`src/rtl/mem_arbiter.sv`:
```
// Memory-side arbiter for the L1 caches: buffers icache/dcache requests in per-source FIFOs,
// round-robins between them and runs one memory request/response transaction at a time.
module mem_arbiter #(
    parameter int QDEPTH   = 4,
    parameter int ADDR_W   = 32,
    parameter int DATA_W   = 128,
    parameter int OFFSET_W = 4
) (
    input  logic              clk,
    input  logic              rst,

    input  logic              ic_req_ren,
    input  logic [ADDR_W-1:0] ic_req_addr,

    input  logic              dc_req_ren,
    input  logic              dc_req_wen,
    input  logic [ADDR_W-1:0] dc_req_addr,
    input  logic [DATA_W-1:0] dc_req_data,

    output logic              ic_rec_en,
    output logic [ADDR_W-1:0] ic_rec_addr,
    output logic [DATA_W-1:0] ic_rec_cacheline,
    output logic              dc_rec_en,
    output logic [ADDR_W-1:0] dc_rec_addr,
    output logic [DATA_W-1:0] dc_rec_cacheline,

    output logic              mem_req_valid,
    input  logic              mem_req_ready,
    output logic              mem_req_write,
    output logic [ADDR_W-1:0] mem_req_addr,
    output logic [DATA_W-1:0] mem_req_data,
    input  logic              mem_rsp_valid,
    input  logic [DATA_W-1:0] mem_rsp_data,

    output logic              overflow
);

    localparam int PTR_W = (QDEPTH > 1) ? $clog2(QDEPTH) : 1;
    localparam int CNT_W = $clog2(QDEPTH + 1);
    localparam logic [ADDR_W-1:0] LINE_MASK = {ADDR_W{1'b1}} << OFFSET_W;

    typedef enum logic [1:0] {
        ST_IDLE = 2'd0,
        ST_REQ  = 2'd1,
        ST_WAIT = 2'd2
    } state_e;

    typedef enum logic {
        SRC_IC = 1'b0,
        SRC_DC = 1'b1
    } src_e;

    function automatic logic [PTR_W-1:0] ptr_inc(input logic [PTR_W-1:0] p);
        return (p == PTR_W'(QDEPTH - 1)) ? '0 : p + PTR_W'(1);
    endfunction

    // FIFO storage is not reset: only the pointers/counters define what is valid.
    logic [ADDR_W-1:0] ic_addr_mem [QDEPTH];
    logic [ADDR_W-1:0] dc_addr_mem [QDEPTH];
    logic [DATA_W-1:0] dc_data_mem [QDEPTH];
    logic              dc_wr_mem   [QDEPTH];

    logic [PTR_W-1:0] ic_wr_ptr_q, ic_wr_ptr_d, ic_rd_ptr_q, ic_rd_ptr_d;
    logic [PTR_W-1:0] dc_wr_ptr_q, dc_wr_ptr_d, dc_rd_ptr_q, dc_rd_ptr_d;
    logic [CNT_W-1:0] ic_cnt_q, ic_cnt_d, dc_cnt_q, dc_cnt_d;

    state_e state_q, state_d;
    src_e   last_grant_q, last_grant_d;

    logic              mem_req_valid_q, mem_req_valid_d;
    logic              mem_req_write_q, mem_req_write_d;
    logic [ADDR_W-1:0] mem_req_addr_q, mem_req_addr_d;
    logic [DATA_W-1:0] mem_req_data_q, mem_req_data_d;

    logic              ic_rec_en_q, ic_rec_en_d;
    logic [ADDR_W-1:0] ic_rec_addr_q, ic_rec_addr_d;
    logic [DATA_W-1:0] ic_rec_line_q, ic_rec_line_d;
    logic              dc_rec_en_q, dc_rec_en_d;
    logic [ADDR_W-1:0] dc_rec_addr_q, dc_rec_addr_d;
    logic [DATA_W-1:0] dc_rec_line_q, dc_rec_line_d;

    logic overflow_q, overflow_d;

    logic ic_pop, dc_pop;
    logic ic_push, dc_push;
    logic ic_push_ok, dc_push_ok;
    logic ic_full, dc_full;
    logic ic_nonempty, dc_nonempty;
    logic pick_dc;

    assign ic_push     = ic_req_ren;
    assign dc_push     = dc_req_ren | dc_req_wen;
    assign ic_full     = (ic_cnt_q == CNT_W'(QDEPTH));
    assign dc_full     = (dc_cnt_q == CNT_W'(QDEPTH));
    assign ic_nonempty = (ic_cnt_q != '0);
    assign dc_nonempty = (dc_cnt_q != '0);

    // A pop in the same cycle frees the slot, so a push onto a full FIFO is still taken.
    assign ic_push_ok  = ic_push & (~ic_full | ic_pop);
    assign dc_push_ok  = dc_push & (~dc_full | dc_pop);

    // On a tie the source that did not win last time gets the grant.
    assign pick_dc = dc_nonempty & (~ic_nonempty | (last_grant_q == SRC_IC));

    always_comb begin
        state_d         = state_q;
        last_grant_d    = last_grant_q;
        mem_req_valid_d = mem_req_valid_q;
        mem_req_write_d = mem_req_write_q;
        mem_req_addr_d  = mem_req_addr_q;
        mem_req_data_d  = mem_req_data_q;
        ic_rec_en_d     = 1'b0;
        ic_rec_addr_d   = ic_rec_addr_q;
        ic_rec_line_d   = ic_rec_line_q;
        dc_rec_en_d     = 1'b0;
        dc_rec_addr_d   = dc_rec_addr_q;
        dc_rec_line_d   = dc_rec_line_q;
        ic_pop          = 1'b0;
        dc_pop          = 1'b0;

        unique case (state_q)
            ST_IDLE: begin
                if (ic_nonempty || dc_nonempty) begin
                    state_d         = ST_REQ;
                    last_grant_d    = pick_dc ? SRC_DC : SRC_IC;
                    mem_req_valid_d = 1'b1;
                    if (pick_dc) begin
                        mem_req_write_d = dc_wr_mem[dc_rd_ptr_q];
                        mem_req_addr_d  = dc_addr_mem[dc_rd_ptr_q];
                        mem_req_data_d  = dc_data_mem[dc_rd_ptr_q];
                    end else begin
                        mem_req_write_d = 1'b0;
                        mem_req_addr_d  = ic_addr_mem[ic_rd_ptr_q];
                        mem_req_data_d  = '0;
                    end
                end
            end
            ST_REQ: begin
                if (mem_req_ready) begin
                    state_d         = ST_WAIT;
                    mem_req_valid_d = 1'b0;
                end
            end
            ST_WAIT: begin
                // The head entry stays queued until memory answers, then it is retired.
                if (mem_rsp_valid) begin
                    state_d = ST_IDLE;
                    if (last_grant_q == SRC_DC) begin
                        dc_pop = 1'b1;
                        if (!mem_req_write_q) begin
                            dc_rec_en_d   = 1'b1;
                            dc_rec_addr_d = mem_req_addr_q;
                            dc_rec_line_d = mem_rsp_data;
                        end
                    end else begin
                        ic_pop = 1'b1;
                        if (!mem_req_write_q) begin
                            ic_rec_en_d   = 1'b1;
                            ic_rec_addr_d = mem_req_addr_q;
                            ic_rec_line_d = mem_rsp_data;
                        end
                    end
                end
            end
            default: begin
                state_d = ST_IDLE;
            end
        endcase
    end

    always_comb begin
        ic_wr_ptr_d = ic_push_ok ? ptr_inc(ic_wr_ptr_q) : ic_wr_ptr_q;
        ic_rd_ptr_d = ic_pop ? ptr_inc(ic_rd_ptr_q) : ic_rd_ptr_q;
        ic_cnt_d    = ic_cnt_q + CNT_W'(ic_push_ok) - CNT_W'(ic_pop);
        dc_wr_ptr_d = dc_push_ok ? ptr_inc(dc_wr_ptr_q) : dc_wr_ptr_q;
        dc_rd_ptr_d = dc_pop ? ptr_inc(dc_rd_ptr_q) : dc_rd_ptr_q;
        dc_cnt_d    = dc_cnt_q + CNT_W'(dc_push_ok) - CNT_W'(dc_pop);
        overflow_d  = overflow_q
                    | (ic_push & ic_full & ~ic_pop)
                    | (dc_push & dc_full & ~dc_pop);
    end

    always_ff @(posedge clk) begin
        if (ic_push_ok) begin
            ic_addr_mem[ic_wr_ptr_q] <= ic_req_addr & LINE_MASK;
        end
        if (dc_push_ok) begin
            dc_wr_mem[dc_wr_ptr_q]   <= dc_req_wen;
            dc_addr_mem[dc_wr_ptr_q] <= dc_req_addr & LINE_MASK;
            dc_data_mem[dc_wr_ptr_q] <= dc_req_data;
        end
    end

    always_ff @(posedge clk) begin
        if (rst) begin
            state_q         <= ST_IDLE;
            last_grant_q    <= SRC_DC;
            ic_wr_ptr_q     <= '0;
            ic_rd_ptr_q     <= '0;
            ic_cnt_q        <= '0;
            dc_wr_ptr_q     <= '0;
            dc_rd_ptr_q     <= '0;
            dc_cnt_q        <= '0;
            mem_req_valid_q <= 1'b0;
            mem_req_write_q <= 1'b0;
            mem_req_addr_q  <= '0;
            mem_req_data_q  <= '0;
            ic_rec_en_q     <= 1'b0;
            ic_rec_addr_q   <= '0;
            ic_rec_line_q   <= '0;
            dc_rec_en_q     <= 1'b0;
            dc_rec_addr_q   <= '0;
            dc_rec_line_q   <= '0;
            overflow_q      <= 1'b0;
        end else begin
            state_q         <= state_d;
            last_grant_q    <= last_grant_d;
            ic_wr_ptr_q     <= ic_wr_ptr_d;
            ic_rd_ptr_q     <= ic_rd_ptr_d;
            ic_cnt_q        <= ic_cnt_d;
            dc_wr_ptr_q     <= dc_wr_ptr_d;
            dc_rd_ptr_q     <= dc_rd_ptr_d;
            dc_cnt_q        <= dc_cnt_d;
            mem_req_valid_q <= mem_req_valid_d;
            mem_req_write_q <= mem_req_write_d;
            mem_req_addr_q  <= mem_req_addr_d;
            mem_req_data_q  <= mem_req_data_d;
            ic_rec_en_q     <= ic_rec_en_d;
            ic_rec_addr_q   <= ic_rec_addr_d;
            ic_rec_line_q   <= ic_rec_line_d;
            dc_rec_en_q     <= dc_rec_en_d;
            dc_rec_addr_q   <= dc_rec_addr_d;
            dc_rec_line_q   <= dc_rec_line_d;
            overflow_q      <= overflow_d;
        end
    end

    assign mem_req_valid    = mem_req_valid_q;
    assign mem_req_write    = mem_req_write_q;
    assign mem_req_addr     = mem_req_addr_q;
    assign mem_req_data     = mem_req_data_q;
    assign ic_rec_en        = ic_rec_en_q;
    assign ic_rec_addr      = ic_rec_addr_q;
    assign ic_rec_cacheline = ic_rec_line_q;
    assign dc_rec_en        = dc_rec_en_q;
    assign dc_rec_addr      = dc_rec_addr_q;
    assign dc_rec_cacheline = dc_rec_line_q;
    assign overflow         = overflow_q;

endmodule

```
`config.mk`:
```
export PLATFORM = sky130hd
export DESIGN_NAME = mem_arbiter
export DESIGN_NICKNAME = d
export VERILOG_FILES = /design/src/rtl/mem_arbiter.sv
export SDC_FILE = /design/constraint.sdc
export NUM_CORES = 1
export LEC_CHECK = 0
export CORE_UTILIZATION = 35
export DETAILED_ROUTE_END_ITERATION = 8
export GPL_TIMING_DRIVEN = 0
export PLACE_DENSITY = 0.67
export SETUP_SLACK_MARGIN = 0.02
export SLEW_MARGIN = 10
export SYNTH_ARGS = -nofsm -noshare
export SYNTH_HDL_FRONTEND = slang
export SYNTH_SLANG_ARGS = --single-unit
```
`constraint.sdc`:
```
create_clock -name clk -period 8.1 [get_ports clk]
set_input_delay 2.025 -clock clk [delete_from_list [all_inputs] [get_ports clk]]
set_output_delay 2.025 -clock clk [all_outputs]
set_load 0.1 [all_outputs]
```
### Word level (Yosys, flattened, before mapping)

Memory sizes are Yosys's and may differ from the RTL's. A register that Yosys moved wholly into a read port is not among the register bits.
Index checks and enable logic that the tools add are counted.

* mux-type cells: 34
* bitwise gates (word level): 22
* add/sub/neg operators: 8
* equal/unequal tests: 11
* reductions and logical operators: 12

Operator list (number)
* $mux 128: 1
* $mux 32: 1
* $mux 2: 15
* $mux 1: 15
* $eq 2x2->1 const B: 5
* $not 1->1: 9
* $add 2x1->2 const B: 4
* $reduce_and 4->1: 2
* $reduce_or 4->1: 2
* $and 1x1->1: 7
* $add 3x1->3: 2
* $eq 3x3->1 const B: 2
* $ne 2x2->1 const B: 3
* $or 1x1->1: 6
* $pmux 2 s3: 1
* $reduce_and 3->1: 2
* $reduce_bool 3->1: 2
* $sub 3x1->3: 2
* $eq 2x1->1 const B: 1
* $logic_not 2->1: 1
* $pmux 1 s2: 1
* $reduce_and 2->1: 1
* $reduce_bool 2->1: 1
* $logic_or 1x1->1: 1

* logic and storage cells: 110
* memories: 4
* bits in registers: 502
* output and inout port bits: 485
* memory bits (writable): 740
* bits of input ports: 327

Memory list
* dc_data_mem: words 4, width 128, rd ports 1, clocked after memory_dff 1, write ports 1, RTL line 60 `logic [DATA_W-1:0] dc_data_mem [QDEPTH];`
* dc_addr_mem: words 4, width 28, rd ports 1, clocked after memory_dff 1, write ports 1, RTL line 59 `logic [ADDR_W-1:0] dc_addr_mem [QDEPTH];`
* ic_addr_mem: words 4, width 28, rd ports 1, clocked after memory_dff 1, write ports 1, RTL line 58 `logic [ADDR_W-1:0] ic_addr_mem [QDEPTH];`
* dc_wr_mem: words 4, width 1, rd ports 1, clocked after memory_dff 1, write ports 1, RTL line 61 `logic dc_wr_mem [QDEPTH];`

### Depth between registers and ports, before layout

* depth in word-level cells: 7
* mapped depth: 11

### Worst setup path after synthesis

No wires, ideal clock.

* path kind: input -> register
* from: input port mem_rsp_valid
* to: memory dc_addr_mem[1][0] (netlist bit), enable pin
* data arrival time: 6304 ps
* data required time: 7564 ps
* path slack: 1260 ps
* stages on the path: 3
* buffers on the path: 0
* library setup time: 536 ps
* cells stage by stage: nand4b_2 -> a31oi_1 -> and2_1

* cells in the longest elaborated chain, start to end: 6

Ends and longest elaborated chain
* start: declaration: RTL line 32 `input logic mem_rsp_valid,`
* $mux 1: RTL line 146 `if (mem_rsp_valid) begin`
* $mux 1: RTL line 121 `unique case (state_q)`
* $or 1x1->1: RTL line 100 `assign dc_push_ok = dc_push & (~dc_full | dc_pop);`
* $and 1x1->1: RTL line 100
* $mux 1: RTL line 187 `if (dc_push_ok) begin`
* $mux 1 (not written as such): RTL line 189 `dc_addr_mem[dc_wr_ptr_q] <= dc_req_addr & LINE_MASK;`
* end: declaration: RTL line 59

No other way between the ends.

### Worst setup path in the final report

* from: register mem_req_addr_q[7], in the netlist mem_req_addr[7]
* to: output port mem_req_addr[7]

RTL lines
* start: declaration: RTL line 72 `logic [ADDR_W-1:0] mem_req_addr_q, mem_req_addr_d;`
* start signal: assignment: RTL line 226 `mem_req_addr_q <= mem_req_addr_d;`
* end: declaration: RTL line 30 `output logic [ADDR_W-1:0] mem_req_addr,`

No word-level cell between the ends.

==> metrics list <==
- Max stage delay cell, worst path: sky130_fd_sc_hd__clkdlybuf4s50_1
* Pwr per Cell Area: 348 mW/mm^2
- Dpl ws: 2.58 ns
* Wire length of the first global-routing pass: 202 mm
* FILL cells: 10,998
- CTS sink cnt: 1,234
* Standard-cell row count: 130
- Portion of netlist area occupied by mux cells: 9.43%
* Antenna viol nets, final: 0
* Leading post-synthesis cells by cell area: sky130_fd_sc_hd__edfxtp_1 (50%), sky130_fd_sc_hd__dfxtp_1 (22%), sky130_fd_sc_hd__mux4_2 (9.3%), sky130_fd_sc_hd__nand2_1 (5.5%), sky130_fd_sc_hd__a21oi_1 (3.6%)
- Of all flip-flops after synthesis, the portion carrying an async set or reset was 0%.
- Fin. Hold Viols: 0
- Summing all flip-flop and latch instances after layout gives 0.0321 mm^2.
- Nature of the critical path endpoint: output port
* Total number of yosys warnings: 0
- Most common cell in the netlist: sky130_fd_sc_hd__edfxtp_1
- Number of distinct standard cells referenced by the synthesized netlist: 40
- For the pin with the worst max-slew slack, the measured transition is approximately 1.3 ns.
- The number of antenna violations at the first check in global routing came to 81.
* Average vias per placed instance: 4.97
- Path category of the worst min-delay check: reg2reg
- The kind of cell with the highest combined delay along the critical path is buffers and inverters.
* Result of the run: finished clean
- Cell type with the highest aggregate area in the netlist: sky130_fd_sc_hd__edfxtp_1
* Maximum number of pins on one net before global-route repair: 52
- CTS resizes: 0
- Vias: 28,804
- Share of the synthesized area in compound gates (AO/OA/AOI/OAI): approximately 7.6%
- The worst-case IR drop observed on VDD is 0.411 mV.
- Slew Limit Headroom: 13.0%
* Max Freq: 213 MHz
- Fin crit share: 58.0%
* TritonCTS buffer count: between 100 and 150
* Synth Instances: ~3,100
- The first routing iteration left 2,139 violations.
- The die covers 0.129 mm^2.
* Initial core utilization: 35.4%
- Of the total synthesized cell area, the portion taken by AND, OR, NAND and NOR gates is just under 8%.
* Max-slew violations: 0
* Number of hold buffers added after CTS: 0
- Worst-skew pair later-pin latency: 0.77 ns
- The first TritonRoute pass finished after 7 iterations.
* Part of the Yosys area used for sequential elements: 72.0%
- After synthesis the netlist holds a flip-flop and latch count of 1,234.
- Boundary pin count: 812
- Summing all multi-input logic gate instances after layout gives 0.0113 mm^2.
- The congestion estimate from routability-driven global placement came to 0.906.
* Required arrival time at the worst endpoint: slightly above 6 ns
- TritonCTS built the clock tree.
- Once placement finished, the instance area stood at 0.0551 mm^2.
- In the final design database the tool counted around 4,400 nets.
- Mean routed wirelength per cell: ~25 um
* Final setup skew: around 0.07 ns
- Setup slack closes at 3.40 ns.
- Final routed DRC violation total: 0
- Data arrives at the worst endpoint at ~2.7 ns.
- Setup repair after global routing left no endpoint under its margin.
- Maximum net fanout on the critical path: 4
- The most used flip-flop cell after synthesis is sky130_fd_sc_hd__edfxtp_1.
- The H-tree was split into 4 levels.
- Chip height: 359 um
- Most numerous cell types in the synthesized netlist: sky130_fd_sc_hd__edfxtp_1 (740), sky130_fd_sc_hd__nand2_1 (658), sky130_fd_sc_hd__dfxtp_1 (494), sky130_fd_sc_hd__a21oi_1 (320), sky130_fd_sc_hd__mux4_2 (185)
- Fraction of layout cells with a size suffix above 1: 15.6%
- Final Setup Violations: 0
- For this run the aggregate overflow at the end of global routing stands at 0.
* Adder-Cell Fraction of Synth Area: 0.482%
- Overall die width: 359 um
- Summed instance area of the synthesized netlist: 0.0446 mm^2
- Counting both buffers and inverters, the worst setup path holds a total of 1.
* Total detailed-routing wirelength: 142 mm
* Kind of launch point of the worst setup path: flip-flop
* Share of Yosys cell area claimed by the top area cell type: 49.8%
* Minimum clock period: 4.70 ns
- Clock root buffer master: sky130_fd_sc_hd__clkbuf_16
- The tool flagged a number of max-cap violations equal to 0.
- For this design the static power due to leakage is 19.4 nW.
- Area grow syn2layout: 33.8%
- The largest single stage delay on the critical path is approximately 1.3 ns.
- The floorplan step defined a core boundary enclosing 0.126 mm^2.
- Global routing used 21.7% of the available tracks.
* Start-to-end type of the worst setup path: reg2out
* Share of the core filled with cells in the final layout: 47.3%
- Clock-pin slew was measured on the worst setup and hold paths at 0.06 ns.
- Post-CTS timing repair inserted 0 buffers for setup.
- Setup total negative slack on the finished layout was measured at 0 ns.
* Quantity of I/O buffers inserted on ports: 790
- Maximum root-to-sink buffer count: 3
- Xor/xnor cell area share of the yosys netlist: 0.0785%
- Averaged over all synthesized cells, the footprint is 14.6 um^2.
- Critical Path, Cell by Cell: clkdlybuf4s50_1
- Via count of the first global-routing pass: 28,452
- The HPWL after detailed placement is 105 mm.
- Combinational family with the most area after synthesis: multiplexers
* Post-route design area: 0.0597 mm^2
* Number of flops mapped to enable cells by yosys: 740
==> power by group <==
part	internal, mW	switching (mW)	total, mW
combinational	1.80	4.62	6.42
clock	3.61	2.59	6.20
sequential	7.71	0.443	8.16
==> worst paths after layout <==
check                           cells past startpoint  slack, ns                               from                                end
worst max-delay path                                1       3.40       mem_req_addr[7]$_SDFFE_PP0P_                    mem_req_addr[7]
worst min-delay path                                2       0.45  dc_rec_cacheline[48]$_SDFFE_PP0P_  dc_rec_cacheline[48]$_SDFFE_PP0P_
worst max register to register                      6       4.80            state_q[1]$_SDFFE_PP0P_      dc_data_mem[0][103]$_DFFE_PP_
worst min register to register                      2       0.45  dc_rec_cacheline[48]$_SDFFE_PP0P_  dc_rec_cacheline[48]$_SDFFE_PP0P_
==> routing by layer <==
metal | GRT usage, % | wire (um) | vias to the layer above
met3 | 7.29 | 11000 | 362
li1 | - | - | 13112
met1 | 23.8 | 52200 | 14215
met2 | 38.1 | 72600 | 1061
met5 | 0 | 345 | -
met4 | 9.27 | 6060 | 54
==> cell usage in the layout, fill, tap and decap left out, types with 11 or more instances in the layout <==
| cell | synthesis | final |
|---|---|---|
| sky130_fd_sc_hd__diode_2 | 0 | 25 |
| sky130_fd_sc_hd__conb_1 | 1 | 12 |
| sky130_fd_sc_hd__clkbuf_16 | 0 | 136 |
| sky130_fd_sc_hd__clkdlybuf4s50_1 | 0 | 787 |
| sky130_fd_sc_hd__a311oi_1 | 28 | 28 |
| sky130_fd_sc_hd__bufinv_16 | 0 | 11 |
| sky130_fd_sc_hd__edfxtp_1 | 740 | 740 |
| sky130_fd_sc_hd__mux4_2 | 185 | 185 |
| sky130_fd_sc_hd__buf_4 | 26 | 26 |
| sky130_fd_sc_hd__dfxtp_1 | 494 | 494 |
| sky130_fd_sc_hd__buf_2 | 64 | 67 |
| sky130_fd_sc_hd__buf_6 | 21 | 21 |
| sky130_fd_sc_hd__a22oi_2 | 100 | 100 |
| sky130_fd_sc_hd__ha_1 | 14 | 14 |
| sky130_fd_sc_hd__clkinv_2 | 0 | 29 |
| sky130_fd_sc_hd__a22oi_1 | 29 | 29 |
| sky130_fd_sc_hd__clkbuf_1 | 104 | 132 |
| sky130_fd_sc_hd__nor2_1 | 176 | 176 |
| sky130_fd_sc_hd__a21oi_1 | 320 | 320 |
| sky130_fd_sc_hd__clkbuf_8 | 0 | 12 |
| sky130_fd_sc_hd__inv_1 | 15 | 15 |
| sky130_fd_sc_hd__nand3_1 | 28 | 28 |
| sky130_fd_sc_hd__nand2_1 | 658 | 658 |
==> worst min-delay path: cells and delay by family, from the launching register on <==
| kind | cells | cell delay, ns |
|---|---|---|
| flip-flops | 1 | 0.30 |
| AND/OR/NAND/NOR | 1 | 0.05 |
| AO/OA/AOI/OAI | 1 | 0.05 |
==> cell type report <==
type	count	area share (%)
Sequential cell	1234	53.8
Multi-Input combinational cell	1592	19.0
Timing Repair Buffer	808	13.9
Clock buffer	177	6.16
Tap cell	1650	3.46
Buffer	222	1.96
Clock inverter	72	1.48
Antenna cell	25	0.105
Inverter	15	0.0943
==> kinds of logic (layout without fill, tap and decap cells) <==
family,count (synthesis),in the layout
simple gates,887,887
flops,1234,1234
other cells,1,37
compound gates,484,484
fa+ha+maj,16,16
xor+xnor,4,4
buf+inv,237,1294
mux,189,189
==> flip-flops by register name (all words and copies together), names as in the netlist, 2 cells and up, named ones only <==
register	cells
dc_data_mem	512
dc_rec_cacheline	128
ic_rec_cacheline	128
mem_req_data	128
dc_addr_mem	112
ic_addr_mem	112
dc_rec_addr	28
ic_rec_addr	28
mem_req_addr	28
dc_wr_mem	4
dc_cnt_q	3
ic_cnt_q	3
dc_rd_ptr_q	2
dc_wr_ptr_q	2
ic_rd_ptr_q	2
ic_wr_ptr_q	2
state_q	2
==> stage by stage <==
step                instances  total power [mW]  hold WS, ns
global placement         5503              14.8        0.441
detailed placement       5521              14.7        0.446
floorplan                3063              12.8        0.454
CTS                      5770              21.0        0.454
finish                   5795              20.8        0.451
global route             5789              21.5        0.470
No activity file was read; power rests on OpenSTA's default activity.
